<file path="src/rtl/rf_writeback_unit.sv">
// Register-file write driver: forms final writeback data, queues it in a
// small FIFO and issues one register-file write per cycle.
module rf_writeback_unit #(
    parameter int DEPTH = 2
) (
    input  logic        clk,
    input  logic        rst,
    input  logic        wb_valid,
    output logic        wb_ready,
    input  logic [4:0]  wb_rd,
    input  logic [31:0] wb_data,
    input  logic [1:0]  wb_src,
    input  logic [2:0]  wb_funct3,
    input  logic [1:0]  wb_addr_lo,
    input  logic        rf_hold,
    output logic        rf_we,
    output logic [4:0]  rf_rd,
    output logic [31:0] rf_data,
    input  logic [4:0]  rs1,
    input  logic [4:0]  rs2,
    output logic        busy_rs1,
    output logic        busy_rs2,
    output logic        wb_err
);

    localparam int AW = (DEPTH > 1) ? $clog2(DEPTH) : 1;
    localparam logic [AW:0]   FULL = DEPTH[AW:0];
    localparam logic [AW-1:0] ONE  = 1;
    localparam logic [AW:0]   INC  = 1;

    logic [4:0]       rd_q  [DEPTH];
    logic [31:0]      dat_q [DEPTH];
    logic [DEPTH-1:0] vld_q;
    logic [AW-1:0]    wptr_q;
    logic [AW-1:0]    rptr_q;
    logic [AW:0]      cnt_q;
    logic [AW:0]      cnt_d;
    logic             we_q;
    logic [4:0]       rd_out_q;
    logic [31:0]      data_out_q;
    logic             err_q;

    logic        accept;
    logic        illegal;
    logic        push;
    logic        pop;
    logic [31:0] shifted;
    logic [7:0]  ld_byte;
    logic [15:0] ld_half;
    logic [31:0] wdata;

    assign wb_ready = !rst && (cnt_q < FULL);
    assign accept   = wb_valid && wb_ready;
    assign push     = accept && !illegal && (wb_rd != 5'd0);
    assign pop      = !rf_hold && (cnt_q != '0);

    assign shifted = wb_data >> {wb_addr_lo, 3'b000};
    assign ld_byte = shifted[7:0];
    assign ld_half = wb_addr_lo[1] ? wb_data[31:16] : wb_data[15:0];

    always_comb begin
        illegal = 1'b0;
        wdata   = wb_data;
        case (wb_src)
            2'b00: wdata = wb_data;
            2'b10: wdata = wb_data + 32'd4;
            2'b01: begin
                case (wb_funct3)
                    3'b000: wdata = {{24{ld_byte[7]}}, ld_byte};
                    3'b100: wdata = {24'd0, ld_byte};
                    3'b001: begin
                        wdata   = {{16{ld_half[15]}}, ld_half};
                        illegal = wb_addr_lo[0];
                    end
                    3'b101: begin
                        wdata   = {16'd0, ld_half};
                        illegal = wb_addr_lo[0];
                    end
                    3'b010: illegal = (wb_addr_lo != 2'b00);
                    default: illegal = 1'b1;
                endcase
            end
            default: illegal = 1'b1;
        endcase
    end

    always_comb begin
        cnt_d = cnt_q;
        case ({push, pop})
            2'b10:   cnt_d = cnt_q + INC;
            2'b01:   cnt_d = cnt_q - INC;
            default: cnt_d = cnt_q;
        endcase
    end

    // Payload storage needs no reset; validity is tracked by vld_q.
    always_ff @(posedge clk) begin
        if (push) begin
            rd_q[wptr_q]  <= wb_rd;
            dat_q[wptr_q] <= wdata;
        end
    end

    always_ff @(posedge clk) begin
        if (rst) begin
            vld_q      <= '0;
            wptr_q     <= '0;
            rptr_q     <= '0;
            cnt_q      <= '0;
            we_q       <= 1'b0;
            rd_out_q   <= 5'd0;
            data_out_q <= 32'd0;
            err_q      <= 1'b0;
        end else begin
            cnt_q <= cnt_d;
            err_q <= accept && illegal;
            we_q  <= pop;
            if (pop) begin
                vld_q[rptr_q] <= 1'b0;
                rptr_q        <= rptr_q + ONE;
                rd_out_q      <= rd_q[rptr_q];
                data_out_q    <= dat_q[rptr_q];
            end
            if (push) begin
                vld_q[wptr_q] <= 1'b1;
                wptr_q        <= wptr_q + ONE;
            end
        end
    end

    always_comb begin
        busy_rs1 = we_q && (rd_out_q == rs1);
        busy_rs2 = we_q && (rd_out_q == rs2);
        for (int i = 0; i < DEPTH; i++) begin
            if (vld_q[i] && rd_q[i] == rs1) busy_rs1 = 1'b1;
            if (vld_q[i] && rd_q[i] == rs2) busy_rs2 = 1'b1;
        end
        if (rs1 == 5'd0) busy_rs1 = 1'b0;
        if (rs2 == 5'd0) busy_rs2 = 1'b0;
    end

    assign rf_we   = we_q;
    assign rf_rd   = rd_out_q;
    assign rf_data = data_out_q;
    assign wb_err  = err_q;

endmodule

</file>
<file path="config.mk">
export PLATFORM = sky130hd
export DESIGN_NAME = rf_writeback_unit
export DESIGN_NICKNAME = d
export VERILOG_FILES = /design/src/rtl/rf_writeback_unit.sv
export SDC_FILE = /design/constraint.sdc
export NUM_CORES = 1
export LEC_CHECK = 0
export BUFFER_PORTS_ARGS = -buffer_cell sky130_fd_sc_hd__buf_4
export CORE_UTILIZATION = 25
export CTS_CLUSTER_SIZE = 20
export DETAILED_ROUTE_END_ITERATION = 8
export GPL_TIMING_DRIVEN = 0
export SETUP_SLACK_MARGIN = 0.3
export SYNTH_ARGS = -nofsm -noshare
export SYNTH_HDL_FRONTEND = slang
export SYNTH_SLANG_ARGS = --single-unit
</file>
<file path="constraint.sdc">
create_clock -name clk -period 4.8 [get_ports clk]
set_input_delay 1.44 -clock clk [delete_from_list [all_inputs] [get_ports clk]]
set_output_delay 1.44 -clock clk [all_outputs]
set_load 0.02 [all_outputs]
</file>
==> results of run 1 <==
sequential cells by signal, summed over array words and instances, names as in the netlist:
signal	cells
cnt_q	2
dat_q	64
rd_q	10
rf_data	32
rf_rd	5
rf_we	1
rptr_q	1
vld_q	2
wb_err	1
wptr_q	1
power breakdown:
group          leakage, nW  switching [mW]  internal, mW  total, mW
Combinational         1.55           0.429         0.278      0.707
Sequential            1.04          0.0559          1.18       1.24
Clock                0.301           0.452         0.869       1.32
Total                 2.89           0.937          2.33       3.27
cell families (layout without fill, tap and decap cells):
kind of cell | after synthesis | after routing
AO/OA/AOI/OAI | 151 | 151
XOR/XNOR | 35 | 35
adder cells (fa/ha/maj) | 5 | 5
buffers and inverters | 61 | 184
flip-flops | 119 | 119
multiplexers | 56 | 56
AND/OR/NAND/NOR | 193 | 193
worst max-delay path: cells and delay by family:
| kind | cells | cell delay, ps |
|---|---|---|
| AND/OR/NAND/NOR | 2 | 470 |
| buffers and inverters | 2 | 300 |
| AO/OA/AOI/OAI | 2 | 230 |
| XOR/XNOR | 1 | 130 |
routing by layer:
layer | wire length, um | GRT usage (%) | vias to the layer above
li1 | - | - | 2564
met1 | 8910 | 20.3 | 2555
met2 | 8440 | 22.5 | 218
met3 | 1260 | 3.32 | 24
met4 | 320 | 5.23 | 0
met5 | 0 | 0 | -
through the flow:
step                setup WS (ps)  setup TNS (ps)  area, um2  total power, mW  utilization [%]
floorplan                     971               0       6380             1.68                -
global placement            -75.6           -2700       7470             1.96             29.7
detailed placement            565               0       7490             1.97             29.8
CTS                           770               0       8120             3.29             32.3
global route                  676               0       8120             3.41             32.3
finish                        782               0       8120             3.27             32.3
final timing paths:
check	from	to	cells after the start
setup / recovery	rs2[2]	busy_rs2	7
hold / removal	rf_data[30]	rf_data[30]	2
setup reg to reg	cnt_q[0]	cnt_q[1]	8
hold reg to reg	rf_data[30]	rf_data[30]	2
cell usage after synthesis (3+ instances only):
| library cell | instances | area (um2) |
|---|---|---|
| nand2_1 | 40 | 150 |
| and3_1 | 4 | 25.0 |
| o311ai_0 | 5 | 43.8 |
| mux2i_1 | 49 | 490 |
| or3_1 | 5 | 31.3 |
| buf_2 | 7 | 35.0 |
| a221oi_1 | 3 | 26.3 |
| buf_1 | 8 | 30.0 |
| buf_4 | 3 | 22.5 |
| a31oi_1 | 7 | 43.8 |
| nand3_1 | 16 | 80.1 |
| o22ai_1 | 5 | 31.3 |
| ha_1 | 5 | 62.6 |
| xnor2_1 | 9 | 78.8 |
| nor2_1 | 66 | 248 |
| a21oi_1 | 26 | 130 |
| o221ai_1 | 8 | 70.1 |
| mux4_2 | 3 | 67.6 |
| nand2b_1 | 4 | 25.0 |
| inv_1 | 18 | 67.6 |
| edfxtp_1 | 74 | 2220 |
| nand4_1 | 12 | 75.1 |
| nor4_1 | 8 | 50.1 |
| nor3_1 | 13 | 65.1 |
| clkbuf_1 | 22 | 82.6 |
| o21ai_0 | 35 | 175 |
| a221o_1 | 6 | 60.1 |
| a211oi_1 | 38 | 285 |
| or4_1 | 4 | 30.0 |
| dfxtp_1 | 45 | 901 |
| nor2b_1 | 7 | 43.8 |
| xor2_1 | 26 | 228 |
layout make-up:
class	instances	area, um2	area share [%]
clock buffer	17	425	5.24
multi-input combinational	440	3010	37.0
sequential	119	3120	38.5
tap	330	413	5.09
timing repair buffer	91	696	8.57
inverter	19	71.3	0.879
clock inverter	15	201	2.48
buffer	42	180	2.22
layout by cell type, fill, tap and decap left out, drive strengths merged, types with 7 or more instances in the layout:
master / Yosys / routed
nor2b: 7 / 7
dfxtp: 45 / 45
nand4: 14 / 14
o21ai: 35 / 35
xnor2: 9 / 9
nand3: 18 / 18
a211oi: 38 / 38
buf: 18 / 109
xor2: 26 / 26
mux2i: 49 / 49
nand2: 40 / 40
edfxtp: 74 / 74
nor2: 67 / 67
a31oi: 7 / 7
inv: 19 / 21
clkbuf: 24 / 41
nor4: 9 / 9
nor3: 14 / 14
clkinv: 0 / 7
a21oi: 26 / 26
o221ai: 8 / 8
==> key figures, run 1 <==
CTS
  – Clock Sinks: about 120
  – CTS root buf: clkbuf_16
  – Total CTS buffers: 17
  – Clk pin slew, worst setup/hold paths: ~50 ps
  – H-tree depth: 4
  – Worst skew pair latency: 410 ps
  – Max Buffers Root-to-Sink: 2
  – Post-CTS Setup Bufs: 0
  – # hold bufs at CTS: 0
  – Post-CTS Resized: 0
  – CTS tree: done

Power and ir drop
  – Worst vdd ir: between 0.2 and 0.25 mV
  – Leak: slightly below 3 nW
  – Power Density: between 400 and 500 mW/mm2

Synth
  – Unique masters post-synth: just over 60
  – Synthesized area per cell: just over 10 um2
  – Sequential area share after synthesis: 49.0%
  – Synth Cell Area: 0.00638 mm2
  – Seq cells post-synth: between 100 and 150
  – Yosys Warn Count: 0
  – Post-synth EDFFs: 74
  – Simple-gate share of the synthesized area: 15.5%
  – Compound-Gate Fraction of Synth Area: roughly 16%
  – Post-Synth Adder-Cell Area: less than 1%
  – Asr flop ratio synth: 0%
  – Xor/xnor share of the synthesized area: approximately 4.8%
  – Largest family of logic cells by synthesized area: compound AO/OA/AOI/OAI gates
  – Post-Synthesis Cells: between 600 and 700
  – Synthesized Nets: a little under 700
  – Mux share of post-synthesis cell area: 9.75%
  – Top FF cell, synth: edfxtp_1

Routing
  – Total Wirelength: between 15000 and 20000 um
  – Drt first pass iters: 5
  – Vias: around 5.4k
  – Vias/cell: between 4 and 5
  – Drt drc: 0
  – Post-route ant nets: 0
  – WL/cell: around 18 um
  – Initial DRC count: 576

Layout
  – Antenna diode count: 0
  – Post-Layout Cell Count: 1073
  – FILL cells: around 2.6k
  – Share of cells above drive strength 1: just over 20%
  – Area grow syn2layout: 27.2%
  – Nets@finish: around 790

Worst hold path
  – Worst min path class: reg2reg

Setup path
  – CP startpoint kind: input pin
  – Crit Path Class: in2out
  – Reg2reg setup slack: 2360 ps
  – Max incr delay on CP: 270 ps
  – Critical Path Fanout Max: 4
  – Crit. End Element: output pin
  – Crit path cell chain: buf_4 -> xor2_1 -> nor4_1 -> and3_1 -> a31oi_1 -> a21oi_1 -> buf_4
  – Critical path's slowest cell: nor4_1
  – WP data required: around 3400 ps
  – CP dominant cell by count: buf_4
  – Data arrival, critical path: between 2000 and 3000 ps

Floorplan
  – Die H: 162 um
  – Core Area: 0.0251 mm2
  – DIE AREA: ~0.026 mm2
  – DIE WIDTH: about 160 um
  – IO Pins: 100
  – Initial core utilization: approximately a quarter
  – Std-Cell Rows: 58

Placed design
  – DP Cell Count: 1041
  – Dpl hpwl: roughly 14000 um
  – GPL Wtd Cong: a little over 0.9
  – Port bufs: 90

Outcome
  – Status: finished clean

GRT
  – Total track usage: between 10% and 20%
  – Grt ovf: 0
  – First-pass GRT wire length: about 29000 um
  – Largest net degree at the start of global routing: 38
  – Vias in the first global route: between 5k and 6k
  – Initial antenna violation count: 0

Timing
  – Max Transition Viols Final: 0
  – Fin crit period: between 4000 and 5000 ps
  – Least-Margin Pin Slew: about 1000 ps
  – Layout Skew: between 8 and 9 ps
  – Normalized max-slew margin: 30.3%
  – Final Hold Vio Count: 0
  – Worst hold slack: between 400 and 500 ps
  – Final period util: between 80% and 90%
  – Final setup viols: 0
  – RSZ-0062 raised after global routing: no
  – Peak Freq: approximately 250 MHz

Job
  – Max-Cap Viols: 0
Power figures use the tool's default switching activity.
==> inputs of run 2 (changes only) <==
==> constraint.sdc (replaced) <==
create_clock -name clk -period 4.13 [get_ports clk]
set_input_delay 1.239 -clock clk [delete_from_list [all_inputs] [get_ports clk]]
set_output_delay 1.239 -clock clk [all_outputs]
set_load 0.02 [all_outputs]
==> key figures, run 2 (synthesis gave the netlist of run 1 again) <==
GRT
  – Vias in the first global route: ~5.1k
  – First-pass GRT wire length: between 20000 and 30000 um
  – Total track usage: between 10 and 15%
  – Initial antenna violation count: 0
  – Largest net degree at the start of global routing: 38
  – Grt ovf: 0

Setup path
  – Number of cells on the critical path: 6
  – WP data required: roughly 2900 ps
  – Max incr delay on CP: between 300 and 400 ps
  – Reg2Reg Depth: 8
  – CP dominant cell by count: buf_4
  – Crit path cell chain: buf_4 -> xor2_1 -> nor4_1 -> nand3_1 -> a21oi_1 -> buf_4
  – Crit Path Class: in2out
  – CP startpoint kind: input pin
  – Critical path's slowest cell: nor4_1
  – Crit. End Element: output pin
  – Buf/Inv on CP: 2
  – Critical Path Fanout Max: 4
  – Data arrival, critical path: 2380 ps
  – CP delay by family, top: simple AND/OR/NAND/NOR gates

Routing
  – Vias: 5357
  – Vias/cell: 4.99
  – WL/cell: about 18 um
  – Initial DRC count: around 570
  – Drt drc: 0
  – Post-route ant nets: 0
  – Drt first pass iters: 5
  – Total Wirelength: 18900 um

Layout
  – Nets@finish: between 700 and 800
  – Fin util: 32.3%
  – Most frequent cells in the layout: buf_4 (93), edfxtp_1 (74), nor2_1 (66)
  – Most common cell after layout, fill and taps aside: buf_4
  – Post-route cell area: 0.00812 mm2
  – Antenna diode count: 0
  – Share of cells above drive strength 1: between 20% and 30%
  – Area grow syn2layout: 27.3%
  – Biggest register: dat_q
  – Max reg flops: 64

CTS
  – CTS root buf: clkbuf_16
  – Worst skew pair latency: approximately 410 ps
  – H-tree depth: 4
  – Clock Sinks: about 120
  – Clk pin slew, worst setup/hold paths: about 50 ps
  – Total CTS buffers: 17
  – CTS tree: done
  – Max Buffers Root-to-Sink: 2
  – Post-CTS Setup Bufs: 0

Floorplan
  – Die H: about 160 um
  – DIE AREA: between 0.02 and 0.03 mm2
  – DIE WIDTH: roughly 160 um
  – IO Pins: 100
  – Core Area: roughly 0.025 mm2
  – Initial core utilization: approximately a quarter
  – Std-Cell Rows: 58

Placed design
  – Area post-placement: around 0.0075 mm2
  – Port bufs: 90
  – GPL Wtd Cong: between 0.9 and 1
  – Dpl hpwl: around 14000 um

Worst hold path
  – Hold path depth: 2
  – Worst min path class: reg2reg

Power and ir drop
  – Power Density: between 400 and 500 mW/mm2
  – Worst vdd ir: ~0.26 mV
  – Leak: between 2 and 3 nW

Timing
  – Least-Margin Pin Slew: around 1000 ps
  – RSZ-0062 raised after global routing: no
  – Layout Skew: about 8.5 ps
  – Peak Freq: around 280 MHz
  – Normalized max-slew margin: about 30%
  – Final Hold Vio Count: 0
  – Final setup viols: 0
  – Final period util: about 90%
  – Max Transition Viols Final: 0
  – Fin crit period: around 3600 ps

Job
  – Max-Cap Viols: 0

Outcome
  – Status: finished clean
==> run 2: cell count changes in the layout (fill, tap and decap cells not counted) <==
| cell | previous run | this run |
|---|---|---|
| inv_4 | 0 | 1 |
| inv_2 | 2 | 1 |
==> run 2: layout make-up <==
type,instances,area [um2]
clock inverters,15,201
inverters,19,73.8
multi-input cells,440,3010
fillers,2621,17000
flip-flops and latches,119,3120
well taps,330,413
clock buffers,17,425
plain buffers,42,180
repair buffers,91,696
==> run 2: metrics by stage <==
| step | power, mW | TNS (ps) | std cells | setup slack [ps] | hold slack [ps] |
|---|---|---|---|---|---|
| finish | 3.80 | 0 | 1073 | 514 | 499 |
| global route | 3.97 | 0 | 1073 | 408 | 522 |
| CTS | 3.83 | 0 | 1073 | 502 | 499 |
| detailed placement | 2.29 | 0 | 1041 | 95.8 | 492 |
| global placement | 2.28 | -34470 | 1040 | -545 | 482 |
| floorplan | 1.95 | 0 | 620 | 514 | 467 |
==> run 2: metal layers <==
metal	GRT usage [%]	part of all wire [%]	vias up
met3	3.32	6.6	24
met5	0	0	-
met2	22.5	45	219
met1	20.3	47	2549
met4	5.23	1.7	0
li1	-	-	2565
==> run 2: report_power, final <==
group	internal (mW)	switching, mW	total [mW]
sequential	1.38	0.0650	1.44
clock	1.01	0.526	1.54
combinational	0.324	0.498	0.822
total	2.71	1.09	3.80
==> run 2: final timing paths <==
check | start | to | slack, ps
worst max-delay path | rs2[2] | busy_rs2 | 510
worst min-delay path | rf_data[30] | rf_data[30] | 500
worst max register to register | cnt_q[0] | cnt_q[1] | 1690
worst min register to register | rf_data[30] | rf_data[30] | 500
==> run 2: tightest hold or removal path, cell delays in order (launching register included) <==
cell	delay (ps)
dfxtp_1	310
nor2_1	90
a211oi_1	50
==> run 2: what timing repair did <==
action                                 CTS  global route
hold buffers                             0             0
setup endpoints to repair                0            37
resized for setup                        0             2
endpoints found under the hold margin    0             0
